--- config.mk ---
export PLATFORM = sky130hd
export DESIGN_NAME = id_ex_stage
export DESIGN_NICKNAME = d
export VERILOG_FILES = /design/src/rtl/mips_pkg.sv /design/src/rtl/id_ex_stage_ctrl_decode.sv /design/src/rtl/id_ex_stage.sv
export SDC_FILE = /design/constraint.sdc
export NUM_CORES = 1
export LEC_CHECK = 0
export ABC_CLOCK_PERIOD_IN_PS = 2100
export BUFFER_PORTS_ARGS = -buffer_cell sky130_fd_sc_hd__buf_2
export CAP_MARGIN = 20
export CORE_AREA = 2 2 131 133
export DETAILED_ROUTE_END_ITERATION = 8
export DIE_AREA = 0 0 133 135
export PLACE_DENSITY_LB_ADDON = 0.2
export SETUP_SLACK_MARGIN = 0.3
export SYNTH_ARGS = -nofsm -noshare
export SYNTH_HDL_FRONTEND = slang
export SYNTH_SLANG_ARGS = --single-unit
--- constraint.sdc ---
create_clock -name clk -period 2.1 [get_ports clk]
set_input_delay 0.315 -clock clk [delete_from_list [all_inputs] [get_ports clk]]
set_output_delay 0.315 -clock clk [all_outputs]
set_load 0.03 [all_outputs]
--- src/rtl/mips_pkg.sv ---
// mips_pkg: shared definitions for the MIPS-lite decode stage.
//   Opcode/funct constants, ALU operation encodings and the control bundle
//   produced by ctrl_decode and consumed by id_ex_stage.
package mips_pkg;

  localparam logic [5:0] OP_RTYPE = 6'h00;
  localparam logic [5:0] OP_LW    = 6'h23;
  localparam logic [5:0] OP_SW    = 6'h2B;
  localparam logic [5:0] OP_BEQ   = 6'h04;
  localparam logic [5:0] OP_ADDI  = 6'h08;

  localparam logic [5:0] FN_ADD = 6'h20;
  localparam logic [5:0] FN_SUB = 6'h22;
  localparam logic [5:0] FN_AND = 6'h24;
  localparam logic [5:0] FN_OR  = 6'h25;
  localparam logic [5:0] FN_SLT = 6'h2A;

  typedef enum logic [2:0] {
    ALU_ADD = 3'd0,
    ALU_SUB = 3'd1,
    ALU_AND = 3'd2,
    ALU_OR  = 3'd3,
    ALU_SLT = 3'd4
  } alu_op_e;

  typedef struct packed {
    alu_op_e alu_op;
    logic    alu_src;
    logic    regwrite;
    logic    memread;
    logic    memwrite;
    logic    memtoreg;
    logic    branch;
    logic    uses_rs;
    logic    uses_rt;
    logic    illegal;
  } ctrl_t;

endpackage

--- src/rtl/id_ex_stage_ctrl_decode.sv ---
// ctrl_decode: combinational instruction word -> control bundle.
//   instr : 32-bit instruction word
//   ctrl  : decoded control bundle; an all-zero word decodes as a legal nop,
//           anything undecodable returns only the illegal flag set.
module ctrl_decode
  import mips_pkg::*;
(
  input  logic [31:0] instr,
  output ctrl_t       ctrl
);

  logic [5:0] opcode;
  logic [5:0] funct;

  assign opcode = instr[31:26];
  assign funct  = instr[5:0];

  always_comb begin
    ctrl = '0;
    case (opcode)
      OP_RTYPE: begin
        ctrl.regwrite = 1'b1;
        ctrl.uses_rs  = 1'b1;
        ctrl.uses_rt  = 1'b1;
        case (funct)
          FN_ADD:  ctrl.alu_op = ALU_ADD;
          FN_SUB:  ctrl.alu_op = ALU_SUB;
          FN_AND:  ctrl.alu_op = ALU_AND;
          FN_OR:   ctrl.alu_op = ALU_OR;
          FN_SLT:  ctrl.alu_op = ALU_SLT;
          default: ctrl.illegal = 1'b1;
        endcase
      end
      OP_LW: begin
        ctrl.alu_src  = 1'b1;
        ctrl.memread  = 1'b1;
        ctrl.memtoreg = 1'b1;
        ctrl.regwrite = 1'b1;
        ctrl.uses_rs  = 1'b1;
      end
      OP_SW: begin
        ctrl.alu_src  = 1'b1;
        ctrl.memwrite = 1'b1;
        ctrl.uses_rs  = 1'b1;
        ctrl.uses_rt  = 1'b1;   // rt carries the store data
      end
      OP_BEQ: begin
        ctrl.alu_op  = ALU_SUB;
        ctrl.branch  = 1'b1;
        ctrl.uses_rs = 1'b1;
        ctrl.uses_rt = 1'b1;
      end
      OP_ADDI: begin
        ctrl.alu_src  = 1'b1;
        ctrl.regwrite = 1'b1;
        ctrl.uses_rs  = 1'b1;
      end
      default: ctrl.illegal = 1'b1;
    endcase

    // Illegal words carry no side effects and never create a hazard.
    if (ctrl.illegal) begin
      ctrl         = '0;
      ctrl.illegal = 1'b1;
    end

    // The all-zero word is R-type with funct 0; treat it as a nop, not illegal.
    if (instr == 32'd0) begin
      ctrl = '0;
    end
  end

endmodule

--- src/rtl/id_ex_stage.sv ---
// id_ex_stage: back half of instruction decode plus the ID/EX pipeline register.
//   clk, rst_n            : clock, synchronous active-low reset
//   if_id_*               : instruction, valid and PC+4 from IF/ID
//   rn1, rn2 / rd1, rd2   : register-file read addresses / read data
//   wb_regwrite/wn/wd     : WB-stage write port, bypassed into the operands
//   flush                 : EX resolved a taken branch, squash the ID instruction
//   stall                 : load-use hazard, hold PC and IF/ID this cycle
//   ex_*                  : registered operands and control for the EX stage
module id_ex_stage
  import mips_pkg::*;
#(
  parameter int DW = 32,
  parameter int RW = 5
) (
  input  logic          clk,
  input  logic          rst_n,
  input  logic          if_id_valid,
  input  logic [DW-1:0] if_id_instr,
  input  logic [DW-1:0] if_id_pc4,
  output logic [RW-1:0] rn1,
  output logic [RW-1:0] rn2,
  input  logic [DW-1:0] rd1,
  input  logic [DW-1:0] rd2,
  input  logic          wb_regwrite,
  input  logic [RW-1:0] wb_wn,
  input  logic [DW-1:0] wb_wd,
  input  logic          flush,
  output logic          stall,
  output logic          ex_valid,
  output logic [DW-1:0] ex_a,
  output logic [DW-1:0] ex_b,
  output logic [DW-1:0] ex_imm,
  output logic [DW-1:0] ex_pc4,
  output logic [RW-1:0] ex_rs,
  output logic [RW-1:0] ex_rt,
  output logic [RW-1:0] ex_wn,
  output logic [2:0]    ex_alu_op,
  output logic          ex_alu_src,
  output logic          ex_regwrite,
  output logic          ex_memread,
  output logic          ex_memwrite,
  output logic          ex_memtoreg,
  output logic          ex_branch,
  output logic          ex_illegal
);

  ctrl_t         ctrl;
  logic [5:0]    opcode;
  logic [RW-1:0] rs;
  logic [RW-1:0] rt;
  logic [RW-1:0] rd;
  logic [RW-1:0] wn;
  logic [DW-1:0] op_a;
  logic [DW-1:0] op_b;
  logic [DW-1:0] imm;
  logic          hazard;
  logic          take;

  ctrl_decode u_ctrl_decode (
    .instr (if_id_instr[31:0]),
    .ctrl  (ctrl)
  );

  assign opcode = if_id_instr[31:26];
  assign rs     = if_id_instr[25:21];
  assign rt     = if_id_instr[20:16];
  assign rd     = if_id_instr[15:11];
  assign rn1    = rs;
  assign rn2    = rt;
  assign imm    = {{(DW-16){if_id_instr[15]}}, if_id_instr[15:0]};

  always_comb begin
    wn = '0;
    case (opcode)
      OP_RTYPE:       wn = rd;
      OP_LW, OP_ADDI: wn = rt;
      default:        wn = '0;
    endcase
    if (ctrl.illegal) wn = '0;
  end

  // Register file writes and reads in the same cycle, so WB data overrides
  // a stale read. Register 0 always reads as zero.
  always_comb begin
    op_a = rd1;
    if (rs == '0)                           op_a = '0;
    else if (wb_regwrite && (wb_wn == rs))  op_a = wb_wd;
    op_b = rd2;
    if (rt == '0)                           op_b = '0;
    else if (wb_regwrite && (wb_wn == rt))  op_b = wb_wd;
  end

  assign hazard = if_id_valid & ex_valid & ex_memread & (ex_wn != '0) &
                  ((ctrl.uses_rs & (ex_wn == rs)) | (ctrl.uses_rt & (ex_wn == rt)));
  assign stall  = hazard & ~flush;
  assign take   = if_id_valid & ~flush & ~hazard & ~ctrl.illegal;

  always_ff @(posedge clk) begin
    if (!rst_n) begin
      ex_valid    <= 1'b0;
      ex_a        <= '0;
      ex_b        <= '0;
      ex_imm      <= '0;
      ex_pc4      <= '0;
      ex_rs       <= '0;
      ex_rt       <= '0;
      ex_wn       <= '0;
      ex_alu_op   <= '0;
      ex_alu_src  <= 1'b0;
      ex_regwrite <= 1'b0;
      ex_memread  <= 1'b0;
      ex_memwrite <= 1'b0;
      ex_memtoreg <= 1'b0;
      ex_branch   <= 1'b0;
      ex_illegal  <= 1'b0;
    end else begin
      // Data fields follow IF/ID even on bubbles; ex_valid qualifies them.
      ex_a        <= op_a;
      ex_b        <= op_b;
      ex_imm      <= imm;
      ex_pc4      <= if_id_pc4;
      ex_rs       <= rs;
      ex_rt       <= rt;
      ex_valid    <= take;
      ex_wn       <= take ? wn : '0;
      ex_alu_op   <= take ? ctrl.alu_op : '0;
      ex_alu_src  <= take & ctrl.alu_src;
      ex_regwrite <= take & ctrl.regwrite & (wn != '0);
      ex_memread  <= take & ctrl.memread;
      ex_memwrite <= take & ctrl.memwrite;
      ex_memtoreg <= take & ctrl.memtoreg;
      ex_branch   <= take & ctrl.branch;
      ex_illegal  <= if_id_valid & ctrl.illegal & ~flush & ~hazard;
    end
  end

endmodule

==> impl.org <==
** Layout
- Layout-stage area growth over the synthesis result :: 53.0%
- Fill cells in the final layout number 1565.
- The final layout contains 977 nets.
- Share of post-route cells with drive strength above 1 :: 52.9%
- Summed area of non-filler cells in the final layout :: 0.00775 mm^2
- Total inserted antenna cells :: 0

** Logic synthesis
- Leading area contributor after synthesis :: dfxtp_1
- Share of the synthesized area in the top cell type :: 54.1%
- After synthesis, the most frequently instantiated cells are 137 x dfxtp_1, 73 x nor2_1, 65 x mux2i_1, 58 x and2_1, 27 x buf_4.
- Averaged over all synthesized cells, the footprint is 10.7 um^2.
- By area, the combinational part of the netlist is dominated by simple AND/OR/NAND/NOR gates.
- Synthesized netlist cell count :: 473
- Xor/xnor share of the synthesized area :: 3.46%
- Compound-gate portion of the synthesized area :: 2.96%
- Post-synthesis simple-gate area fraction :: 19.9%
- The synthesized design contains 137 register bits.
- Ys flop type :: dfxtp_1
- dfxtp_1 is the most common cell in the netlist.
- The netlist uses 43 different library cells.
- Synthesized cell area :: 0.00507 mm^2
- Ys async rst share :: 0%
- The number of nets in the synthesized netlist is 643.
- Yosys attributes the largest share of cell area to dfxtp_1 54%, mux2i_1 13%, and2_1 7.2%.
- Of the post-synthesis cell area, the part taken by muxes is 13.1%.
- The Yosys step of the flow raised 0 warnings.
- For this run, the register share of the synthesized area comes to 54.1%.
- Of the total synthesized cell area, the portion taken by full adders, half adders and majority gates is 0%.
- Yosys mapped a number of flops with a built-in enable equal to 0.

** Setup path
- Crit path max fanout :: 4
- The critical path goes through xor2_2, nor4_2, and4_1, nor2_1, nor3b_4, buf_6.
- Launching element type of the critical path :: register
- Cell class contributing the biggest share of worst-path delay :: simple AND/OR/NAND/NOR gates
- Count of buffer and inverter cells on the critical path :: 1
- The critical path is of the register to output port type.
- Reg-to-reg setup timing slack :: 0.05 ns
- Worst path slowest cell :: dfxtp_4
- For the worst setup path, the data arrival time is 1.84 ns.
- Measured in cells, the most critical reg-to-reg path has a length of 8.
- For the worst setup path, the data required time is 1.78 ns.
- Reg-to-reg endpoint :: ex_branch$_SDFF_PN0_
- The startpoint identified for the worst register-to-register timing path is ex_wn[2]$_SDFF_PN0_.
- Delay contributed by the slowest stage of the critical path :: 0.37 ns
- STA classifies the critical path endpoint as an output port.

** Drt
- After detailed routing, the number of remaining DRC violations is 0.
- After detailed routing, the wire length on met1 is 6290 um.
- The count of nets left with antenna violations once routing finished came out at 0.
- In the final routed layout, each cell accounts on average for 15.6 um.
- Aggregate routed wire length :: 16300 um
- For this block, the initial DRC count from the detailed router was 134.
- The first detailed-routing pass took 4 iterations.
- Metal3 WL :: 1090 um
- Via density per instance :: 4.35
- The final route contains 4521 vias.
- The routed design uses 8510 um of met2 wire.
- The highest metal layer carrying signal wires in the routed design is met5.

** Worst hold path
- The worst hold path terminates at ex_pc4[21]$_SDFF_PN0_.
- The worst hold path was traced through 2 stages.
- Worst hold path class :: input port to register
- Hold path startpoint :: if_id_pc4[21]

** Floorplanning
- Area of the die :: 0.0180 mm^2
- The die is 133 um wide.
- Starting density of the core :: 30.9%
- Overall die height :: 135 um
- Area of the placeable core :: 0.0164 mm^2
- After floorplanning, the core was divided into 47 placement rows.
- Ports placed on the boundary :: 335

** STA
- Headroom to the max-slew limit came out at 67.5%.
- The final hold violation count was 0.
- Fmax :: 464 MHz
- Setup violations remaining at the end of the flow were counted as 1.
- For the pin with the worst max-slew slack, the measured transition is 0.488 ns.
- Final Cycle Share :: 103%
- Setup slack on the critical path of the routed design comes to -0.0553 ns.
- Worst clock skew on the final layout :: 0.00767 ns
- The count of pins over their slew limit was 0.
- Setup repair after global routing missed its margin :: yes
- Counting I/O delays and the setup requirement, the final critical path takes 2.16 ns.

** Global routing
- Entering global routing, the biggest net connects 61 pins.
- The via count of the first global-routing pass was 4587.
- The first global-routing pass estimated 24000 um of wire.
- The number of antenna violations at the first check in global routing is 1.
- Remaining Overflow, GRT :: 0
- In the global route stage, overall resource usage came out at 17.3%.

** Power
- IR Drop Worst-Case VDD :: 0.514 mV
- In this run the static leakage power is 3.78 nW.
- Dividing total power by cell area gives a power density of 885 mW/mm^2.
- The completed layout was analyzed and its total power is 6.86 mW.

** CTS
- The H-tree generated during clock tree synthesis spans 4 levels.
- Clock tree from TritonCTS :: yes
- Bufs on Longest Clock Path :: 2
- After clock tree synthesis, the clock-pin slew on the worst setup and hold paths is 0.06 ns.
- Clk sinks :: 137
- Root buffer cell :: clkbuf_16
- Number of CTS-inserted buffers :: 17
- At the later pin of the worst-skew pair, clock insertion delay measures 0.41 ns.
- The number of hold buffers added after CTS was 0.

** Placed design
- Once placement finished, the instance area stood at 0.00698 mm^2.
- Buffers placed on the I/O ports in this run total 334.
- HPWL reported at the end of detailed placement :: 12600 um
- Final estimated routing congestion in global placement :: 0.851

** Run status
- The flow ran to the end, but the final reports show violations.
- Violations in the final reports :: setup timing

** Run
- Across the run, the number of max-cap violations was 0.
[repair_timing]
item | in CTS | in global routing
gates resized for setup | 5 | 25
pin swaps | 2 | 3
cloned | 0 | 0
setup buffers | 0 | 2
endpoints found under the setup margin | 6 | 14
hold endpoints to repair | 0 | 0
[worst reg2reg max path, cell delays in order (launching register included)]
cell	delay (ns)
dfxtp_4	0.37
buf_6	0.12
nor3_4	0.17
a21oi_2	0.09
and4_1	0.17
buf_4	0.13
or4b_4	0.57
buf_8	0.17
nor4b_4	0.20
[sequential cells by signal, indices dropped and copies added, names as in the netlist]
register	flops
ex_imm	16
ex_alu_op	3
ex_rs	5
ex_regwrite	1
ex_pc4	32
ex_memread	1
ex_illegal	1
ex_b	32
ex_memwrite	1
ex_branch	1
ex_rt	5
ex_alu_src	1
ex_wn	5
ex_a	32
ex_valid	1
[metal layers]
| layer | up-vias | GRT usage, % |
|---|---|---|
| met2 | 195 | 30.9 |
| li1 | 2214 | - |
| met5 | - | 0 |
| met4 | 2 | 6.87 |
| met3 | 28 | 4.88 |
| met1 | 2082 | 19.5 |
[cells by family (layout without fill, tap and decap cells)]
family | Yosys count | in the layout
flops | 137 | 137
buf+inv | 51 | 398
compound gates | 21 | 21
simple gates | 178 | 178
mux | 66 | 66
xor+xnor | 20 | 20
[report_power, final]
group	switching, mW	internal (mW)	leakage [nW]
Combinational	0.629	0.361	2.34
Clock	1.16	1.95	0.302
Sequential	0.0345	2.73	1.14
Total	1.82	5.04	3.78
[area by class of cell]
type                       count  area, um^2  area share, %
sequential                   137        2760           35.6
multi-input combinational    285        2110           27.2
timing repair buffer         365        1980           25.6
clock buffer                  20         457           5.89
tap                          220         275           3.55
clock inverter                12         164           2.11
inverter                       1        3.75         0.0484
[cells in the final DEF (no fill, tap or decap), drive strengths merged, types with 4 or more instances in the layout]
| cell type | netlist | routed |
|---|---|---|
| a22oi | 6 | 6 |
| a21oi | 10 | 10 |
| nor3 | 8 | 8 |
| or4 | 4 | 4 |
| nand2 | 5 | 5 |
| buf | 39 | 365 |
| mux2i | 65 | 65 |
| nor2 | 74 | 74 |
| clkbuf | 11 | 20 |
| inv | 1 | 5 |
| dfxtp | 137 | 137 |
| xnor2 | 4 | 4 |
| nor4 | 9 | 9 |
| and2 | 58 | 58 |
| xor2 | 16 | 16 |
| clkinv | 0 | 4 |
[stage by stage]
| stage | setup WS [ns] | hold slack (ns) | util, % | TNS (ns) | instances |
|---|---|---|---|---|---|
| floorplan | 0.194 | 0.386 | - | 0 | 473 |
| global placement | -0.0210 | 0.521 | 42.5 | -0.0927 | 1006 |
| detailed placement | -0.0492 | 0.524 | 42.5 | -0.223 | 1006 |
| CTS | -0.0942 | 0.0852 | 46.4 | -0.0942 | 1038 |
| global route | -0.159 | 0.0875 | 47.3 | -0.182 | 1040 |
| finish | -0.0553 | 0.110 | 47.3 | -0.0553 | 1040 |
[worst max-delay path by stage]
| stage | start | endpoint | cells after the start |
|---|---|---|---|
| after floorplan | if_id_instr[1] | ex_alu_src$_SDFF_PN0_ | 7 |
| after global placement | if_id_instr[23] | ex_wn[2]$_SDFF_PN0_ | 6 |
| after detailed placement | if_id_instr[23] | ex_wn[0]$_SDFF_PN0_ | 6 |
| after CTS | ex_wn[1]$_SDFF_PN0_ | stall | 6 |
| after global routing | ex_wn[1]$_SDFF_PN0_ | stall | 6 |
| final | ex_wn[1]$_SDFF_PN0_ | stall | 6 |
Power figures use the tool's default switching activity.
